**src/rtl/v_inst_queue_pkg.sv**
```systemverilog
// Shared types and constants for the vector instruction queue.
// Holds vector opcodes, default sizes, queue state and legality check.
package v_inst_queue_pkg;

   localparam int VIQ_DEPTH = 4;
   localparam int VIQ_XLEN  = 64;
   localparam int VIQ_IW    = 32;

   localparam logic [6:0] OP_VARITH = 7'b1010111;
   localparam logic [6:0] OP_VLOAD  = 7'b0000111;
   localparam logic [6:0] OP_VSTORE = 7'b0100111;

   typedef enum logic [1:0] {
      IQ_EMPTY,
      IQ_PARTIAL,
      IQ_FULL
   } iq_state_e;

   function automatic logic is_vec_op(
      input logic [6:0] op
   );
      return (op == OP_VARITH) ||
             (op == OP_VLOAD)  ||
             (op == OP_VSTORE);
   endfunction

endpackage

```
**src/rtl/v_iq_fifo.sv**
```systemverilog
// Storage array for the vector instruction queue, no reset on contents.
// Ports: clk, wr_en/wr_idx/wr_data write side, rd_idx/rd_data async read.
module v_iq_fifo #(
   parameter int DEPTH = 4,
   parameter int W     = 96,
   localparam int AW   = $clog2(DEPTH)
) (
   input  logic          clk,
   input  logic          wr_en,
   input  logic [AW-1:0] wr_idx,
   input  logic [W-1:0]  wr_data,
   input  logic [AW-1:0] rd_idx,
   output logic [W-1:0]  rd_data
);

   logic [W-1:0] mem [DEPTH];

   always_ff @(posedge clk) begin
      if (wr_en) begin
         mem[wr_idx] <= wr_data;
      end
   end

   assign rd_data = mem[rd_idx];

endmodule

```
**src/rtl/v_inst_queue.sv**
```systemverilog
// Vector dispatch queue: in-order {inst, rs1} buffer toward vector core.
// Ports: clk, rst (async low), flush_i, in_* push side, out_* pop side,
// count_o, idle_o, err_o. Optional same-cycle bypass: V_IQ_BYPASS_EN.
module v_inst_queue
   import v_inst_queue_pkg::*;
#(
   parameter int DEPTH = VIQ_DEPTH,
   parameter int XLEN  = VIQ_XLEN,
   parameter int IW    = VIQ_IW,
   localparam int AW   = $clog2(DEPTH)
) (
   input  logic            clk,
   input  logic            rst,
   input  logic            flush_i,
   input  logic            in_valid_i,
   output logic            in_ready_o,
   input  logic [IW-1:0]   in_inst_i,
   input  logic [XLEN-1:0] in_rs1_i,
   output logic            out_valid_o,
   input  logic            out_ready_i,
   output logic [IW-1:0]   out_inst_o,
   output logic [XLEN-1:0] out_rs1_o,
   output logic [AW:0]     count_o,
   output logic            idle_o,
   output logic            err_o
);

   localparam int W = IW + XLEN;

   logic [AW:0]   rd_q;
   logic [AW:0]   wr_q;
   logic          err_q;
   iq_state_e     state;
   logic          empty;
   logic          full;
   logic          legal;
   logic          hs;
   logic          push;
   logic          pop;
   logic          byp;
   logic          byp_take;
   logic [W-1:0]  rd_data;

   assign empty = (rd_q == wr_q);
   assign full  = (rd_q[AW-1:0] == wr_q[AW-1:0]) &&
                  (rd_q[AW] != wr_q[AW]);

   always_comb begin
      state = IQ_PARTIAL;
      if (empty) begin
         state = IQ_EMPTY;
      end else if (full) begin
         state = IQ_FULL;
      end
   end

   assign legal = is_vec_op(in_inst_i[6:0]);

   // rst gates ready so the source sees 0 for the whole reset window.
   assign in_ready_o = rst && (state != IQ_FULL) && !flush_i;
   assign hs         = in_valid_i && in_ready_o;

`ifdef V_IQ_BYPASS_EN
   assign byp      = (state == IQ_EMPTY) && !flush_i &&
                     in_valid_i && legal;
   assign byp_take = byp && out_ready_i;
`else
   assign byp      = 1'b0;
   assign byp_take = 1'b0;
`endif

   // A bypassed entry consumed this cycle is never written.
   assign push = hs && legal && !byp_take;
   assign pop  = (state != IQ_EMPTY) && out_ready_i;

   v_iq_fifo #(
      .DEPTH (DEPTH),
      .W     (W)
   ) u_fifo (
      .clk     (clk),
      .wr_en   (push && !flush_i),
      .wr_idx  (wr_q[AW-1:0]),
      .wr_data ({in_rs1_i, in_inst_i}),
      .rd_idx  (rd_q[AW-1:0]),
      .rd_data (rd_data)
   );

   always_comb begin
      out_valid_o = 1'b0;
      out_inst_o  = '0;
      out_rs1_o   = '0;
      if (state != IQ_EMPTY) begin
         out_valid_o = 1'b1;
         out_inst_o  = rd_data[IW-1:0];
         out_rs1_o   = rd_data[W-1:IW];
      end else if (byp) begin
         out_valid_o = 1'b1;
         out_inst_o  = in_inst_i;
         out_rs1_o   = in_rs1_i;
      end
   end

   always_ff @(posedge clk or negedge rst) begin
      if (!rst) begin
         rd_q  <= '0;
         wr_q  <= '0;
         err_q <= 1'b0;
      end else begin
         err_q <= hs && !legal;
         if (flush_i) begin
            rd_q <= '0;
            wr_q <= '0;
         end else begin
            if (push) begin
               wr_q <= wr_q + 1'b1;
            end
            if (pop) begin
               rd_q <= rd_q + 1'b1;
            end
         end
      end
   end

   assign count_o = wr_q - rd_q;
   assign idle_o  = empty && !in_valid_i;
   assign err_o   = err_q;

endmodule

```
**config.mk**
```make
export PLATFORM = sky130hd
export DESIGN_NAME = v_inst_queue
export DESIGN_NICKNAME = d
export VERILOG_FILES = /design/src/rtl/v_inst_queue_pkg.sv /design/src/rtl/v_iq_fifo.sv /design/src/rtl/v_inst_queue.sv
export SDC_FILE = /design/constraint.sdc
export NUM_CORES = 1
export LEC_CHECK = 0
export CAP_MARGIN = 5
export CORE_UTILIZATION = 55
export CTS_CLUSTER_DIAMETER = 200
export DETAILED_ROUTE_END_ITERATION = 6
export HOLD_SLACK_MARGIN = 0.08
export PLACE_DENSITY = 0.8
export SLEW_MARGIN = 20
export SYNTH_ARGS = -nofsm -noshare
export SYNTH_HDL_FRONTEND = slang
export SYNTH_SLANG_ARGS = --single-unit
```
**constraint.sdc**
```tcl
create_clock -name clk -period 4.95 [get_ports clk]
set_input_delay 0.99 -clock clk [delete_from_list [all_inputs] [get_ports clk]]
set_output_delay 0.99 -clock clk [all_outputs]
set_load 0.03 [all_outputs]
```
-- Word level (Yosys, flattened, before mapping)
Memory sizes are Yosys's and may differ from the RTL's.
Index checks and enable logic that the tools add are counted.
Widths: inputs -> output; s select.
- bits in registers: 7
- memory bits (writable): 384
- input port bits: 101
- output and inout port bits: 103
- word-level logic and storage cells: 42
- memories: 1
- add/subtract/negate cells: 3
- equal/unequal tests: 7
- muxes and demuxes: 11
- reduce and logical (&&, ||, !) cells: 17
- memories (memory ; words ; width ; read ports ; clocked after memory_dff ; write ports ; RTL line ; source):
    u_fifo.mem ; 4 ; 96 ; 1 ; 0 ; 1 ; v_iq_fifo.sv:16 ; logic [W-1:0] mem [DEPTH];
- operators by type and width (cell ; count):
    $mux 64 ; 1
    $mux 32 ; 1
    $mux 3 ; 4
    $logic_and 1x1->1 ; 9
    $eq 7x3->1 const B ; 1
    $eq 7x6->1 const B ; 1
    $eq 7x7->1 const B ; 1
    $add 3x1->3 const B ; 2
    $reduce_bool 2->1 ; 3
    $mux 2 ; 2
    $eq 3x3->1 ; 1
    $logic_not 1->1 ; 3
    $mux 1 ; 3
    $sub 3x3->3 ; 1
    $eq 2x2->1 ; 1
    $logic_or 1x1->1 ; 2
    $ne 2x2->1 const B ; 1
    $ne 1x1->1 ; 1

-- Longest topological paths before layout
- depth in word-level cells: 12
- mapped depth: 11
- depth with buffers taken out: 6

-- Hierarchy
From an unflattened synthesis, not the netlist that was laid out.
- cells, all modules: 664
- area, all modules: 15035.7 um^2
- by module, submodules not included (module ; times used ; cells each ; area each (um^2) ; seq. area each (um^2)):
    v_iq_fifo ; 1 ; 506 ; 13889.6 ; 11531.1
    v_inst_queue ; 1 ; 158 ; 1146.1 ; 175.2

-- Worst setup path before layout
No wires, ideal clock.
- path type: register -> register
- start: reg rd_q[1]
- end: mem u_fifo.mem[0][0] (enable)
- library setup time: 0.466 ns
- arrival: 4.046 ns
- data required time: 4.484 ns
- setup slack: 0.437 ns
- cell stages (with the launch flop): 8
- buffers on the path: 3
- period minus slack after synthesis: 4.513 ns
- cells stage by stage: dfrtp_1 -> buf_2 -> buf_2 -> buf_2 -> inv_1 -> ha_1 -> a311oi_4 -> and3_1
- longest elaborated chain between the ends: 12
- elaborated cells between the ends (all ways): 13
- classes of those cells: eq/ne (3); mux (4); reduce/logical (6)
- ends and longest elaborated chain (element ; RTL line ; source):
    from (decl) ; v_inst_queue.sv:30 ; logic [AW:0] rd_q;
    from (signal assigned) ; v_inst_queue.sv:118 ; rd_q <= rd_q + 1'b1;
    $eq 2x2->1 ; v_inst_queue.sv:45 ; assign full = (rd_q[AW-1:0] == wr_q[AW-1:0]) &&
    $logic_and 1x1->1 ; v_inst_queue.sv:45 ;
    $mux 2 ; v_inst_queue.sv:52 ; end else if (full) begin
    $mux 2 * ; v_inst_queue.sv:50 ; if (empty) begin
    $ne 2x2->1 * ; v_inst_queue.sv:60 ; assign in_ready_o = rst && (state != IQ_FULL) && !flush_i;
    $logic_and 1x1->1 * (2 in a row) ; v_inst_queue.sv:60 ;
    $logic_and 1x1->1 * ; v_inst_queue.sv:61 ; assign hs = in_valid_i && in_ready_o;
    $logic_and 1x1->1 * ; v_inst_queue.sv:73 ; assign push = hs && legal && !byp_take;
    $logic_and 1x1->1 * ; v_inst_queue.sv:81 ; .wr_en (push && !flush_i),
    $mux 1 * ; v_iq_fifo.sv:19 ; if (wr_en) begin
    $mux 1 (implied by the code) * ; v_iq_fifo.sv:20 ; mem[wr_idx] <= wr_data;
    to (decl) ; v_iq_fifo.sv:16 ;
Every way passes the cells marked *; elsewhere a longest branch is shown, timed or not.

-- Worst setup path in the final report
- start: reg rd_q[1]
- end: out out_rs1_o[15]
- longest elaborated chain between the ends: 6
- elaborated cells between the ends (all ways): 8
- classes of those cells: eq/ne (2); mux (3); reduce/logical (2); memory (1)
- ends and longest elaborated chain (element ; RTL line ; source):
    $eq 2x2->1 ; v_inst_queue.sv:45 ;
    $logic_and 1x1->1 ; v_inst_queue.sv:45 ;
    $mux 2 ; v_inst_queue.sv:52 ;
    $mux 2 ; v_inst_queue.sv:50 ;
    $reduce_bool 2->1 ; v_inst_queue.sv:92 ; if (state != IQ_EMPTY) begin
    $mux 64 * ; v_inst_queue.sv:92 ;
    to (decl) ; v_inst_queue.sv:22 ; output logic [XLEN-1:0] out_rs1_o,
Marked as above.

==> flow_summary.ini <==
[synth]
synth_cell_types = 35
synth_seq_cells = 391
syn_nets = 775
syn_inst = 666
avgSynthCellArea_um2 = 22.62
yosysWarnings = 0
ys_seq_area_frac = 0.7769
syn_area_um2 = 15070

[floorplanning]
chipHeight_um = 167.5
core_um2 = 26950
rows = 60
die_w_um = 167.5
io_pins = 204
dieArea_um2 = 28060
initial_core_util = 0.5591

[cells_and_area]
fillers = 1635
regArea_um2 = 11710
layout_commonest_cell = edfxtp_1
syn_to_final_growth_pct = 24.13
utilization = 0.6940
drive_gt1_frac = 0.1839
fin_nets = 999
layout_common_cells = edfxtp_1, clkdlybuf4s50_1, and2_1
multiInputGateArea_um2 = 3156

[detailed_routing]
drcViolationCount = 0
detail_route.wl_per_cell_um = 22.68
wirelength_mm = 28.60
viasPerCell = 5.741
postRouteAntennaNets = 0
drtIter0Drc = 530
num_vias = 7240
drtPass1Iterations = 5

[clock_network]
ctsHoldBuffers = 0
cts_tree = done
path_clk_slew_ns = 0.06
cts_buffers = 39
cts_setup_buffers = 0
clk_latency_ns = 0.52
htreeDepth = 2
cts-root-buf = clkbuf_16
cts_buffer_depth = 3
ctsResizeCount = 0
cts_sinks = 391

[pwr]
p_leak_uw = 0.005915
power.switching_uw = 1199
power_density_nw_per_um2 = 343.4
swShare = 0.1866
ir_worst_vdd_uv = 285.1
p_int_uw = 5225
pwr-share-clk = 0.410
pwr-share-seq = 0.566
combPwrFrac = 0.024
power_uw = 6423

[timing]
hold_viol_final = 0
grt_setup_unrepaired = no
finalSetupViolCount = 0
setup_slack_ns = 0.4628
timing.fmax_mhz = 222.9
slew_violations = 0
clock-skew-final_ns = 0.007478
timing.final.crit_share = 0.9065
worst_slew_pin_slew_ns = 0.9298
slew-limit-headroom = 0.3802
tns_ns = 0
min_period_ns = 4.487

[setup_path]
cp-start-kind = register
crit_required_ns = 3.96
end_kind = output port
path_class = register to output port
r2r_cells = 5
path_max_fanout = 61
rrSetupSlack_ns = 2.24
worstPathArrival_ns = 3.50

[placement]
dp_slack_ns = 0.9756
place_hpwl_mm = 16.65
io_buffers = 203
gp_congestion = 0.7681

[run]
cap_viol_max_count = 0

[min_path]
hold_path_depth = 2
hold_class = register to register

[grt]
grt_pass1_vias = 7613
grt_max_degree = 99
grt_use_total = 0.2101
grt-ovfl-total = 0
grt_pass1_wl_mm = 43.95
antenna_found_initial = 4

[outcome]
status = complete, no violations
state kept, by name (all words and copies together) (netlist names):
signal / count
wr_q: 3
rd_q: 3
u_fifo.mem: 384
err_o: 1
final timing paths:
path / to / from
min in group asynchronous: err_o$_DFF_PN0_ / rst
worst max-delay path: out_rs1_o[15] / rd_q[1]$_DFFE_PN0P_
max in group asynchronous: rd_q[1]$_DFFE_PN0P_ / rst
worst max register to register: u_fifo.mem[1][81]$_DFFE_PP_ / wr_q[0]$_DFFE_PN0P_
worst min-delay path: wr_q[0]$_DFFE_PN0P_ / wr_q[0]$_DFFE_PN0P_
worst min register to register: wr_q[0]$_DFFE_PN0P_ / wr_q[0]$_DFFE_PN0P_
worst max-delay path: stages (launching register included):
cell,delay [ns]
dfrtp_4,0.40
buf_4,0.72
buf_4,0.64
mux4_2,0.39
and2_1,0.17
clkdlybuf4s50_1,0.64
per-layer routing:
metal / vias to the layer above / track usage / share of wire
met4: 4 / 0.05106 / 0.015
met3: 45 / 0.05271 / 0.077
met1: 3742 / 0.2881 / 0.42
met2: 289 / 0.3428 / 0.49
li1: 3160 / - / -
met5: - / 0 / 0.00094
through the flow:
| stage | instance area (um^2) | hold WS, ns | instances |
|---|---|---|---|
| 6_report | 18700 | 0.6121 | 1261 |
| 5_1_grt | 18700 | 0.6505 | 1260 |
| 4_1_cts | 18700 | 0.6144 | 1260 |
| 3_5_place_dp | 17560 | 0.6089 | 1190 |
| 3_3_place_gp | 17560 | 0.5799 | 1190 |
| 2_1_floorplan | 15070 | 0.5625 | 666 |
Yosys cell counts, drive strengths merged:
library cell | instances | share of area
and3 | 4 | 0.0021
o31ai | 1 | 0.00050
a21oi | 1 | 0.00033
mux2i | 1 | 0.00066
o211ai | 1 | 0.00050
edfxtp | 384 | 0.77
ha | 7 | 0.0058
or2 | 2 | 0.00083
nand3 | 1 | 0.00033
a31oi | 1 | 0.00042
inv | 6 | 0.0015
a311oi | 1 | 0.0017
fa | 1 | 0.0013
buf | 20 | 0.0097
clkbuf | 14 | 0.0036
nand3b | 1 | 0.00050
mux2 | 1 | 0.0010
nor2 | 6 | 0.0015
nor2b | 2 | 0.00083
nand2 | 1 | 0.00025
nand4b | 2 | 0.0012
and2 | 97 | 0.040
mux4 | 96 | 0.14
nand2b | 2 | 0.0013
xor2 | 4 | 0.0028
dfrtp | 7 | 0.012
o21ai | 2 | 0.00066
power groups by stage:
| stage | registers [uW] | clock network (uW) | logic (uW) |
|---|---|---|---|
| global route | 3630 | 2790 | 166 |
| finish | 3640 | 2630 | 157 |
| CTS | 3630 | 2680 | 157 |
| global placement | 3700 | 0 | 151 |
| detailed placement | 3700 | 0 | 156 |
| floorplan | 3710 | 0 | 27.3 |
cells by family after synthesis:
| kind of cell | count (synthesis) | synth area share |
|---|---|---|
| AO/OA/AOI/OAI | 7 | 0.004152 |
| XOR/XNOR | 4 | 0.002824 |
| adder cells (fa/ha/maj) | 8 | 0.007141 |
| buffers and inverters | 40 | 0.01478 |
| flip-flops | 391 | 0.7769 |
| multiplexers | 98 | 0.1451 |
| AND/OR/NAND/NOR | 118 | 0.04907 |
area by class of cell:
class                      instances  share of cell area
sequential                       391              0.6263
multi-input combinational        235              0.1687
timing repair buffer             217              0.1196
clock buffer                      48             0.05626
tap                              341             0.02281
clock inverter                    22            0.005017
inverter                           6            0.001204
antenna                            1           0.0001338
Note: power is estimated with default switching activity, not from simulation.
